**src/rtl/delay_line_ctrl_pkg.sv**
```systemverilog
// Shared types and sizing helpers for the delay-line controller slice.
package delay_line_pkg;

    typedef enum logic [1:0] {
        IDLE  = 2'd0,
        FILL  = 2'd1,
        RUN   = 2'd2,
        DRAIN = 2'd3
    } state_t;

    function automatic int dly_w(input int stage);
        return $clog2(stage + 1);
    endfunction

endpackage

```
**src/rtl/delay_line_ctrl_if.sv**
```systemverilog
// Stream and control bundle between the delay-line controller and its producer/consumer.
interface delay_line_ctrl_if
    import delay_line_pkg::*;
#(
    parameter int STAGE = 4,
    parameter int WIDTH = 8
) ();

    localparam int DLY_W = dly_w(STAGE);

    logic             start;
    logic [DLY_W-1:0] cfg_delay;
    logic             flush;
    logic             in_valid;
    logic             in_ready;
    logic [WIDTH-1:0] in_data;
    logic             out_valid;
    logic             out_ready;
    logic [WIDTH-1:0] out_data;
    logic             busy;
    logic             done;

    modport master (
        output start, cfg_delay, flush, in_valid, in_data, out_ready,
        input  in_ready, out_valid, out_data, busy, done
    );

    modport slave (
        input  start, cfg_delay, flush, in_valid, in_data, out_ready,
        output in_ready, out_valid, out_data, busy, done
    );

endinterface

```
**src/rtl/delay_line_ctrl_shift_reg_en.sv**
```systemverilog
// Enable-gated shift chain with a parallel per-stage valid vector; every stage is visible.
module shift_reg_en #(
    parameter int STAGE = 4,
    parameter int WIDTH = 8
) (
    input  logic                        clk,
    input  logic                        rst,
    input  logic                        clr,
    input  logic                        shift,
    input  logic                        push_valid,
    input  logic [WIDTH-1:0]            push_data,
    output logic [STAGE-1:0][WIDTH-1:0] stage_data,
    output logic [STAGE-1:0]            stage_vld
);

    logic [STAGE-1:0][WIDTH-1:0] data_r;
    logic [STAGE-1:0]            vld_r;

    // Data stages carry no reset; their validity is tracked separately in vld_r.
    always_ff @(posedge clk) begin
        if (shift) begin
            data_r[0] <= push_data;
            for (int i = 1; i < STAGE; i++) begin
                data_r[i] <= data_r[i-1];
            end
        end
    end

    // Valid vector shifts alongside the data and is wiped at session start.
    always_ff @(posedge clk) begin
        if (rst || clr) begin
            vld_r <= {STAGE{1'b0}};
        end else if (shift) begin
            vld_r[0] <= push_valid;
            for (int i = 1; i < STAGE; i++) begin
                vld_r[i] <= vld_r[i-1];
            end
        end
    end

    assign stage_data = data_r;
    assign stage_vld  = vld_r;

endmodule

```
**src/rtl/delay_line_ctrl.sv**
```systemverilog
// Sequencing controller for a programmable-depth delay line: fill to D, stream paired
// push/pop beats, then drain on command.
module delay_line_ctrl
    import delay_line_pkg::*;
#(
    parameter int STAGE = 4,
    parameter int WIDTH = 8
) (
    input  logic             clk,
    input  logic             rst,
    delay_line_ctrl_if.slave bus
);

    localparam int               DLY_W = dly_w(STAGE);
    localparam logic [DLY_W-1:0] D_MIN = DLY_W'(1);
    localparam logic [DLY_W-1:0] D_MAX = DLY_W'(STAGE);
    localparam logic [DLY_W-1:0] D_ZERO = {DLY_W{1'b0}};

    state_t                      state_r, state_s;
    logic [DLY_W-1:0]            d_r;
    logic [DLY_W-1:0]            cnt_r, cnt_s;
    logic [DLY_W-1:0]            d_clamp_s;
    logic [DLY_W-1:0]            tap_idx_s;
    logic                        shift_s, push_valid_s, clr_s;
    logic [WIDTH-1:0]            push_data_s;
    logic                        in_ready_s, out_valid_s, done_s;
    logic [STAGE-1:0][WIDTH-1:0] stage_data_s;
    logic [STAGE-1:0]            stage_vld_s;
    logic [WIDTH-1:0]            tap_data_s;
    logic                        tap_vld_s;
    logic                        live_s;
    logic                        rest_s;

    shift_reg_en #(
        .STAGE (STAGE),
        .WIDTH (WIDTH)
    ) u_chain (
        .clk        (clk),
        .rst        (rst),
        .clr        (clr_s),
        .shift      (shift_s),
        .push_valid (push_valid_s),
        .push_data  (push_data_s),
        .stage_data (stage_data_s),
        .stage_vld  (stage_vld_s)
    );

    assign d_clamp_s = (bus.cfg_delay == D_ZERO) ? D_MIN :
                       ((bus.cfg_delay > D_MAX) ? D_MAX : bus.cfg_delay);
    assign tap_idx_s = d_r - D_MIN;

    // Tap D-1 select; live_s = any word still in the active window, rest_s = any below the tap.
    always_comb begin
        tap_data_s = {WIDTH{1'b0}};
        tap_vld_s  = 1'b0;
        live_s     = 1'b0;
        rest_s     = 1'b0;
        for (int i = 0; i < STAGE; i++) begin
            tap_data_s = (DLY_W'(i) == tap_idx_s) ? stage_data_s[i] : tap_data_s;
            tap_vld_s  = (DLY_W'(i) == tap_idx_s) ? stage_vld_s[i]  : tap_vld_s;
            live_s     = live_s | (stage_vld_s[i] & (DLY_W'(i) < d_r));
            rest_s     = rest_s | (stage_vld_s[i] & (DLY_W'(i) < tap_idx_s));
        end
    end

    // Next-state, chain control and handshake decode.
    always_comb begin
        state_s      = state_r;
        cnt_s        = cnt_r;
        shift_s      = 1'b0;
        push_valid_s = 1'b0;
        clr_s        = 1'b0;
        in_ready_s   = 1'b0;
        out_valid_s  = 1'b0;
        done_s       = 1'b0;
        case (state_r)
            IDLE: begin
                if (bus.start) begin
                    state_s = FILL;
                    cnt_s   = D_ZERO;
                    clr_s   = 1'b1;
                end else begin
                    state_s = IDLE;
                end
            end
            FILL: begin
                in_ready_s   = 1'b1;
                shift_s      = bus.in_valid;
                push_valid_s = bus.in_valid;
                cnt_s        = bus.in_valid ? (cnt_r + D_MIN) : cnt_r;
                // A word accepted alongside flush still lands before the drain starts.
                if (bus.flush) begin
                    if (bus.in_valid || (cnt_r != D_ZERO)) begin
                        state_s = DRAIN;
                    end else begin
                        state_s = IDLE;
                        done_s  = 1'b1;
                    end
                end else if (bus.in_valid && ((cnt_r + D_MIN) == d_r)) begin
                    state_s = RUN;
                end else begin
                    state_s = FILL;
                end
            end
            RUN: begin
                out_valid_s  = bus.in_valid;
                in_ready_s   = bus.out_ready;
                shift_s      = bus.in_valid & bus.out_ready;
                push_valid_s = bus.in_valid & bus.out_ready;
                state_s      = bus.flush ? DRAIN : RUN;
            end
            DRAIN: begin
                out_valid_s = tap_vld_s;
                shift_s     = live_s & (~tap_vld_s | bus.out_ready);
                if (!live_s || (shift_s && !rest_s)) begin
                    state_s = IDLE;
                    done_s  = 1'b1;
                end else begin
                    state_s = DRAIN;
                end
            end
            default: begin
                state_s = IDLE;
            end
        endcase
    end

    assign push_data_s = push_valid_s ? bus.in_data : {WIDTH{1'b0}};

    // Controller state, delay register and fill counter.
    always_ff @(posedge clk) begin
        if (rst) begin
            state_r <= IDLE;
            cnt_r   <= D_ZERO;
            d_r     <= D_MIN;
        end else begin
            state_r <= state_s;
            cnt_r   <= cnt_s;
            if ((state_r == IDLE) && bus.start) begin
                d_r <= d_clamp_s;
            end
        end
    end

    assign bus.in_ready  = in_ready_s;
    assign bus.out_valid = out_valid_s;
    assign bus.out_data  = out_valid_s ? tap_data_s : {WIDTH{1'b0}};
    assign bus.busy      = (state_r != IDLE);
    assign bus.done      = done_s & ~rst;

endmodule

```
**src/flat_wrapper.sv**
```systemverilog
// flat-port wrapper written by rule: the top's interface ports become plain ports
module delay_line_ctrl_flat import delay_line_pkg::*;
#(
    parameter int STAGE = 4,
    parameter int WIDTH = 8
)
  (clk, rst, bus_start, bus_cfg_delay, bus_flush, bus_in_valid, bus_in_data, bus_out_ready, bus_in_ready, bus_out_valid, bus_out_data, bus_busy, bus_done);
  delay_line_ctrl_if #(.STAGE(STAGE), .WIDTH(WIDTH)) bus_i ();
  input  logic clk;
  input  logic rst;
  input wire logic [$bits(bus_i.start)-1:0] bus_start;
  input wire logic [$bits(bus_i.cfg_delay)-1:0] bus_cfg_delay;
  input wire logic [$bits(bus_i.flush)-1:0] bus_flush;
  input wire logic [$bits(bus_i.in_valid)-1:0] bus_in_valid;
  input wire logic [$bits(bus_i.in_data)-1:0] bus_in_data;
  input wire logic [$bits(bus_i.out_ready)-1:0] bus_out_ready;
  output wire logic [$bits(bus_i.in_ready)-1:0] bus_in_ready;
  output wire logic [$bits(bus_i.out_valid)-1:0] bus_out_valid;
  output wire logic [$bits(bus_i.out_data)-1:0] bus_out_data;
  output wire logic [$bits(bus_i.busy)-1:0] bus_busy;
  output wire logic [$bits(bus_i.done)-1:0] bus_done;
  assign bus_i.start = bus_start;
  assign bus_i.cfg_delay = bus_cfg_delay;
  assign bus_i.flush = bus_flush;
  assign bus_i.in_valid = bus_in_valid;
  assign bus_i.in_data = bus_in_data;
  assign bus_i.out_ready = bus_out_ready;
  assign bus_in_ready = bus_i.in_ready;
  assign bus_out_valid = bus_i.out_valid;
  assign bus_out_data = bus_i.out_data;
  assign bus_busy = bus_i.busy;
  assign bus_done = bus_i.done;
  delay_line_ctrl #(.STAGE(STAGE), .WIDTH(WIDTH)) u_core (.clk(clk), .rst(rst), .bus(bus_i));
endmodule
```
**config.mk**
```make
export PLATFORM = sky130hd
export DESIGN_NAME = delay_line_ctrl_flat
export DESIGN_NICKNAME = d
export VERILOG_FILES = /design/src/rtl/delay_line_ctrl_pkg.sv /design/src/rtl/delay_line_ctrl_if.sv /design/src/rtl/delay_line_ctrl_shift_reg_en.sv /design/src/rtl/delay_line_ctrl.sv /design/src/flat_wrapper.sv
export SDC_FILE = /design/constraint.sdc
export NUM_CORES = 1
export LEC_CHECK = 0
export CAP_MARGIN = 10
export CORE_MARGIN = 4
export CORE_UTILIZATION = 44
export CTS_CLUSTER_SIZE = 8
export DETAILED_ROUTE_END_ITERATION = 8
export PLACE_DENSITY_LB_ADDON = 0.2
export SYNTH_ARGS = -nofsm -noshare
export SYNTH_HDL_FRONTEND = slang
export SYNTH_SLANG_ARGS = --single-unit
```
**constraint.sdc**
```tcl
create_clock -name clk -period 2.6 [get_ports clk]
set_clock_uncertainty 0.1 [all_clocks]
set_input_delay 0.39 -clock clk [delete_from_list [all_inputs] [get_ports clk]]
set_output_delay 0.39 -clock clk [all_outputs]
set_load 0.01 [all_outputs]
```
# After elaboration in Yosys (flattened, before gate mapping)
# Index checks and enable logic that the tools add are counted.
dict set report totals {
  register_bits 44
  inputBits 17
  output_inout_bits 12
  word_cells 94
}
dict set report op_classes {
  n_addsub 2
  order_cmp 9
  n_eq_ne 9
  mux 31
  n_bitwise 20
  reduce_logical 15
}
# op n
set ops {}
lappend ops {{$mux 8} 5}
lappend ops {{$lt 1x3->1 const A} 4}
lappend ops {{$lt 2x3->1 const A} 4}
lappend ops {{$mux 3} 4}
lappend ops {{$and 1x1->1} 11}
lappend ops {{$mux 1} 11}
lappend ops {{$mux 2} 4}
lappend ops {{$pmux 1 s2} 4}
lappend ops {{$pmux 2 s4} 1}
lappend ops {{$or 1x1->1} 7}
lappend ops {{$eq 2x3->1 const A} 2}
lappend ops {{$logic_not 3->1} 2}
lappend ops {{$pmux 3 s2} 1}
lappend ops {{$eq 2x2->1 const B} 2}
lappend ops {{$ne 2x2->1 const B} 2}
lappend ops {{$reduce_bool 2->1} 2}
lappend ops {{$add 3x1->3 const B} 1}
lappend ops {{$eq 1x3->1 const A} 1}
lappend ops {{$eq 3x3->1} 1}
lappend ops {{$gt 3x3->1 const B} 1}
lappend ops {{$logic_and 1x1->1} 3}
lappend ops {{$logic_or 1x1->1} 3}
lappend ops {{$pmux 1 s3} 1}
lappend ops {{$reduce_and 3->1} 1}
lappend ops {{other kinds (6)} 8}

# Logic depth before layout (Yosys ltp)
dict set report depth {
  word_depth 14
  depth_mapped 10
  depth_no_buf 7
}

# Hierarchy
# From an unflattened synthesis, not the netlist that was laid out.
dict set report unflattened {
  cells_unflattened 215
  hier_area_um2 2321.0
}
# mod n_inst cells_per_inst area_per_inst_um2 seq_area_each_um2
set modules_own_cells {}
lappend modules_own_cells {delay_line_ctrl 1 170 1214.9 160.2}
lappend modules_own_cells {shift_reg_en 1 45 1106.1 1041.0}

# Least setup slack after synthesis
# No wires, ideal clock.
dict set report synth_timing {
  path_kind {register to output}
  startpoint {register u_core.d_r[0]}
  endpoint {output port bus_out_data[0]}
  t_arrival_ps 2182
  t_required_ps 2110
  path_slack_ps -72
  path_stages_with_launch 10
  path_buffers 2
  cell_sequence {dfxtp_1 > buf_4 > inv_1 > ha_1 > or2b_1 > buf_6 > o32ai_2 > nor2_1 > a32oi_1 > nor2_1}
}
dict set report synth_between {
  elab_chain_cells 8
  word_cells_on_any_way 15
  classes_between {add/sub: 1; eq/ne: 3; mux: 10; reduce/logical: 1}
}
# element line
set synth_lines {}
lappend synth_lines {{start: declaration} delay_line_ctrl.sv:20} ;# logic [DLY_W-1:0] d_r;
lappend synth_lines {{start signal: assignment} delay_line_ctrl.sv:140} ;# d_r <= d_clamp_s;
lappend synth_lines {{$sub 3x1->3 *} delay_line_ctrl.sv:50} ;# assign tap_idx_s = d_r - D_MIN;
lappend synth_lines {{$logic_not 3->1} {delay_line_ctrl.sv:59, delay_line_ctrl.sv:60}}
lappend synth_lines {{$mux 1 (4 in a row)} delay_line_ctrl.sv:60} ;# tap_vld_s = (DLY_W'(i) == tap_idx_s) ? stage_vld_s[i] : tap_vld_s;
lappend synth_lines {{$pmux 1 s2} delay_line_ctrl.sv:76} ;# case (state_r)
lappend synth_lines {{$mux 8 *} delay_line_ctrl.sv:147} ;# assign bus.out_data = out_valid_s ? tap_data_s : {WIDTH{1'b0}};
lappend synth_lines {{end: declaration} flat_wrapper.sv:19} ;# output wire logic [$bits(bus_i.out_data)-1:0] bus_out_data;
# Every way passes the cells marked *; elsewhere a longest branch is shown, timed or not.

# Final worst setup path
dict set report layout_timing {
  startpoint {register u_core.d_r[0]}
  endpoint {output port bus_out_data[5]}
}
# The elaborated chain is that of the path after synthesis.

==> results.md <==
- Final setup margin: -0.173 ns
- Row Count: 25
- DP HPWL: 3270 um
- GR peak layer: met2
- GR Overflow Total: 0
- # fillers: 412
- Worst Max-Slew Pin Slew: 0.436 ns
- Clk buf depth: 2
- I/O Pins: 29
- Synth top cells by count: edfxtp_1 (32), nor2_1 (17), nand2_1 (16), a21oi_1 (14), dfxtp_1 (12)
- Relative slew margins: 70.9%
- Fin. max-slew vios: 0
- First-pass GRT wire length: 7760 um
- Post-synth net total: 239
- Worst Hold End: u_core.u_chain.stage_data[21]$_DFFE_PP_
- Worst R2R Setup Slack: 0.09 ns
- Leak: 0.00117 uW
- Hold path cells: 0
- H-tree depth: 2
- Max cap viols: 0
- Final ANT Viol Nets: 0
- VDD IR max: 289 uV
- Register area share after synthesis: 52.8%
- Async S/R FF share, synth: 0%
- Final min period: 2.77 ns
- Clk Latency, worst-skew pair: 0.29 ns
- EDFF count, synth: 32
- RSZ-0062 raised after global routing: true
- Finished Layout Cells: 333
- Initial antenna violation count: 0
- Data arrival, critical path: 2.28 ns
- Final Wtd Congestion: 0.805
- All-Layer GR Usage: 15.6%
- Slowest-stage cell, CP: dfxtp_2
- Top-count cell post-synth: edfxtp_1
- CTS tree: yes
- Delay-heaviest family, CP: compound AO/OA/AOI/OAI gates
- First-pass detailed-route iteration total: 4
- Drt total wl: 4870 um
- Hold Violations, Final: 0
- Vias per Instance: 5.25
- Most frequent CP cell: buf_6
- Flop and latch count out of synthesis: 44
- Initial detailed-routing violation count: 84
- Die width: 79.9 um
- Kind of critical path: reg -> out
- Die H: 79.9 um
- Achievable frequency: 361 MHz
- Largest net degree at the start of global routing: 37
- M1 GR Usage: 22.4%
- Fin crit share: 107%
- Sequential cell area: 1200 um^2
- P per Cell Area: 487 nW/um^2
- NumNets Final: 291
- Worst stage delay on the critical path: 0.34 ns
- WP data required: 2.11 ns
- Cell taking the most area after synthesis: edfxtp_1
- Post-synth top flop: edfxtp_1
- Share of layout cells above drive strength 1: 24.4%
- Outcome: finished, violations left
- Area delta synth->final: 31.5%
- Pre-CTS WS: -0.269 ns
- DR WL/cell: 14.6 um
- Worst R2R Start: u_core.d_r[0]$_SDFFE_PP1P_
- Synthesis warning total: 0
- CTS sink cnt: 44
- Synth area leaders: edfxtp_1 (42%), dfxtp_1 (11%), ha_1 (4.9%)
- Netlist cell types: 45
- ANT cells: 0
- RR Endpoint: u_core.u_chain.stage_data[3]$_SDFFCE_PN0P_
- Startpoint Class: flip-flop
- Met2 Resource Use GR: 23.3%
- Worst-path clk slew: 0.08 ns
- Worst hold path class: reg -> reg
- Vias in the first global route: 1639
- Yosys top cell area share: 42.2%
- Failing checks: negative setup slack
- Final number of setup-violating endpoints: 10
- Reg2Reg Depth: 9
- PortBufs: 28
- Placed Instances: 318
- Initial core utilization: 46.6%
- Drt drc: 0
- Mapped Area: 2280 um^2
- Multi-input gate area: 1060 um^2
- Num CTS Buffers: 5
- Via count: 1748
- Peak fanout along the critical path: 5
- GR Layer Usage met3: 3.39%
- Core area: 4880 um^2
- Crit end category: primary output
- Hold Crit Start: u_core.u_chain.stage_data[13]$_DFFE_PP_
- Mean area per synthesized cell: 10.7 um^2
- Critical-path cell list: inv_2, ha_4, or2b_1, o32ai_4, nor2_2, a32oi_4, buf_6, buf_6, nor2_4, buf_6
- Buf/Inv on CP: 4
- Die Area: 6390 um^2
- Syn Inst Count: 213
- Root buffer cell: clkbuf_8
worst register-to-register path: stages (launching register included):
cell	delay (ns)
dfxtp_2	0.34
inv_2	0.05
ha_4	0.23
buf_4	0.18
nor2_4	0.12
o32ai_4	0.11
buf_4	0.15
or4b_1	0.50
a41o_1	0.27
clkbuf_16	0.21
layer usage:
metal	part of all wire [%]	routed length, um
met5	0	0
met2	47	2280
met4	0.94	46
met1	49	2380
met3	3.5	169
worst max path at each step:
| stage | depth (start not counted) | to | start | slack (ns) |
|---|---|---|---|---|
| 5_1_grt | 10 | bus_out_data[5] | u_core.d_r[1]$_SDFFE_PP0P_ | -0.27 |
| 3_3_place_gp | 8 | bus_done | u_core.d_r[0]$_SDFFE_PP1P_ | -0.18 |
| 4_1_cts | 10 | bus_out_data[2] | u_core.d_r[1]$_SDFFE_PP0P_ | -0.25 |
| 2_1_floorplan | 9 | bus_done | u_core.d_r[0]$_SDFFE_PP1P_ | 0.05 |
| 3_5_place_dp | 9 | bus_done | u_core.d_r[0]$_SDFFE_PP1P_ | -0.27 |
| 6_report | 10 | bus_out_data[5] | u_core.d_r[0]$_SDFFE_PP1P_ | -0.17 |
state kept, by name (all words and copies together) (netlist names):
register	flops
u_core.d_r	3
u_core.cnt_r	3
u_core.u_chain.stage_vld	4
u_core.u_chain.stage_data	32
u_core.state_r	2
kinds of logic after synthesis:
group / count (synthesis) / share of synthesized area, %
XOR/XNOR: 4 / 2.14
flip-flops: 44 / 52.8
AO/OA/AOI/OAI: 55 / 15.8
buffers and inverters: 24 / 4.78
adder cells (fa/ha/maj): 9 / 4.95
multiplexers: 4 / 1.76
AND/OR/NAND/NOR: 73 / 17.8
timing repair:
action / 4_1_cts / 5_1_grt
endpoints found under the hold margin: 0 / 0
endpoints found under the setup margin: 10 / 46
hold buffers: 0 / 0
pin swaps: 11 / 7
gates cloned: 1 / 1
buffers inserted: 5 / 0
resized for setup: 52 / 13
placed cells by master, fill, tap and decap left out, types with 2 or more instances in the layout:
master,instances
edfxtp_1,32
buf_4,23
clkdlybuf4s50_1,18
nand2_1,16
a21oi_1,14
nor2_1,13
o21ai_0,10
dfxtp_1,10
inv_1,8
and3b_1,8
a31oi_1,8
a22oi_1,8
and3_1,8
buf_2,8
ha_1,7
buf_6,7
nand2b_1,6
clkbuf_8,5
mux2i_1,4
nor3_1,3
inv_2,3
nor2_4,2
xor2_1,2
nor3b_1,2
nor2_2,2
nor2b_1,2
o211ai_1,2
nand3_1,2
o31ai_1,2
clkinvlp_4,2
dfxtp_2,2
layout make-up:
| class | instances | share of cell area, % |
|---|---|---|
| clock buffers | 5 | 2.30 |
| clock inverters | 3 | 0.627 |
| inverters | 11 | 1.38 |
| multi-input cells | 145 | 35.4 |
| flip-flops and latches | 44 | 40.2 |
| well taps | 67 | 2.80 |
| repair buffers | 58 | 17.3 |
report_power, final:
part / switching, uW / leakage, uW / internal, uW / total [uW]
Combinational: 141 / 0.000730 / 132 / 273
Clock: 230 / 0.0000378 / 185 / 415
Sequential: 8.09 / 0.000400 / 761 / 769
per-stage QoR:
stage	total power (uW)	utilization [%]	hold slack, ns	setup TNS (ns)	area (um^2)
final	1460	61.3	0.347	-1.15	2990
after floorplan	927	-	0.319	0	2290
after global placement	1020	56.8	0.329	-0.920	2770
after detailed placement	1030	56.8	0.331	-1.45	2770
after CTS	1460	59.5	0.349	-1.81	2900
after global routing	1530	61.3	0.361	-2.22	2990
(Power assumes the default switching activity.)
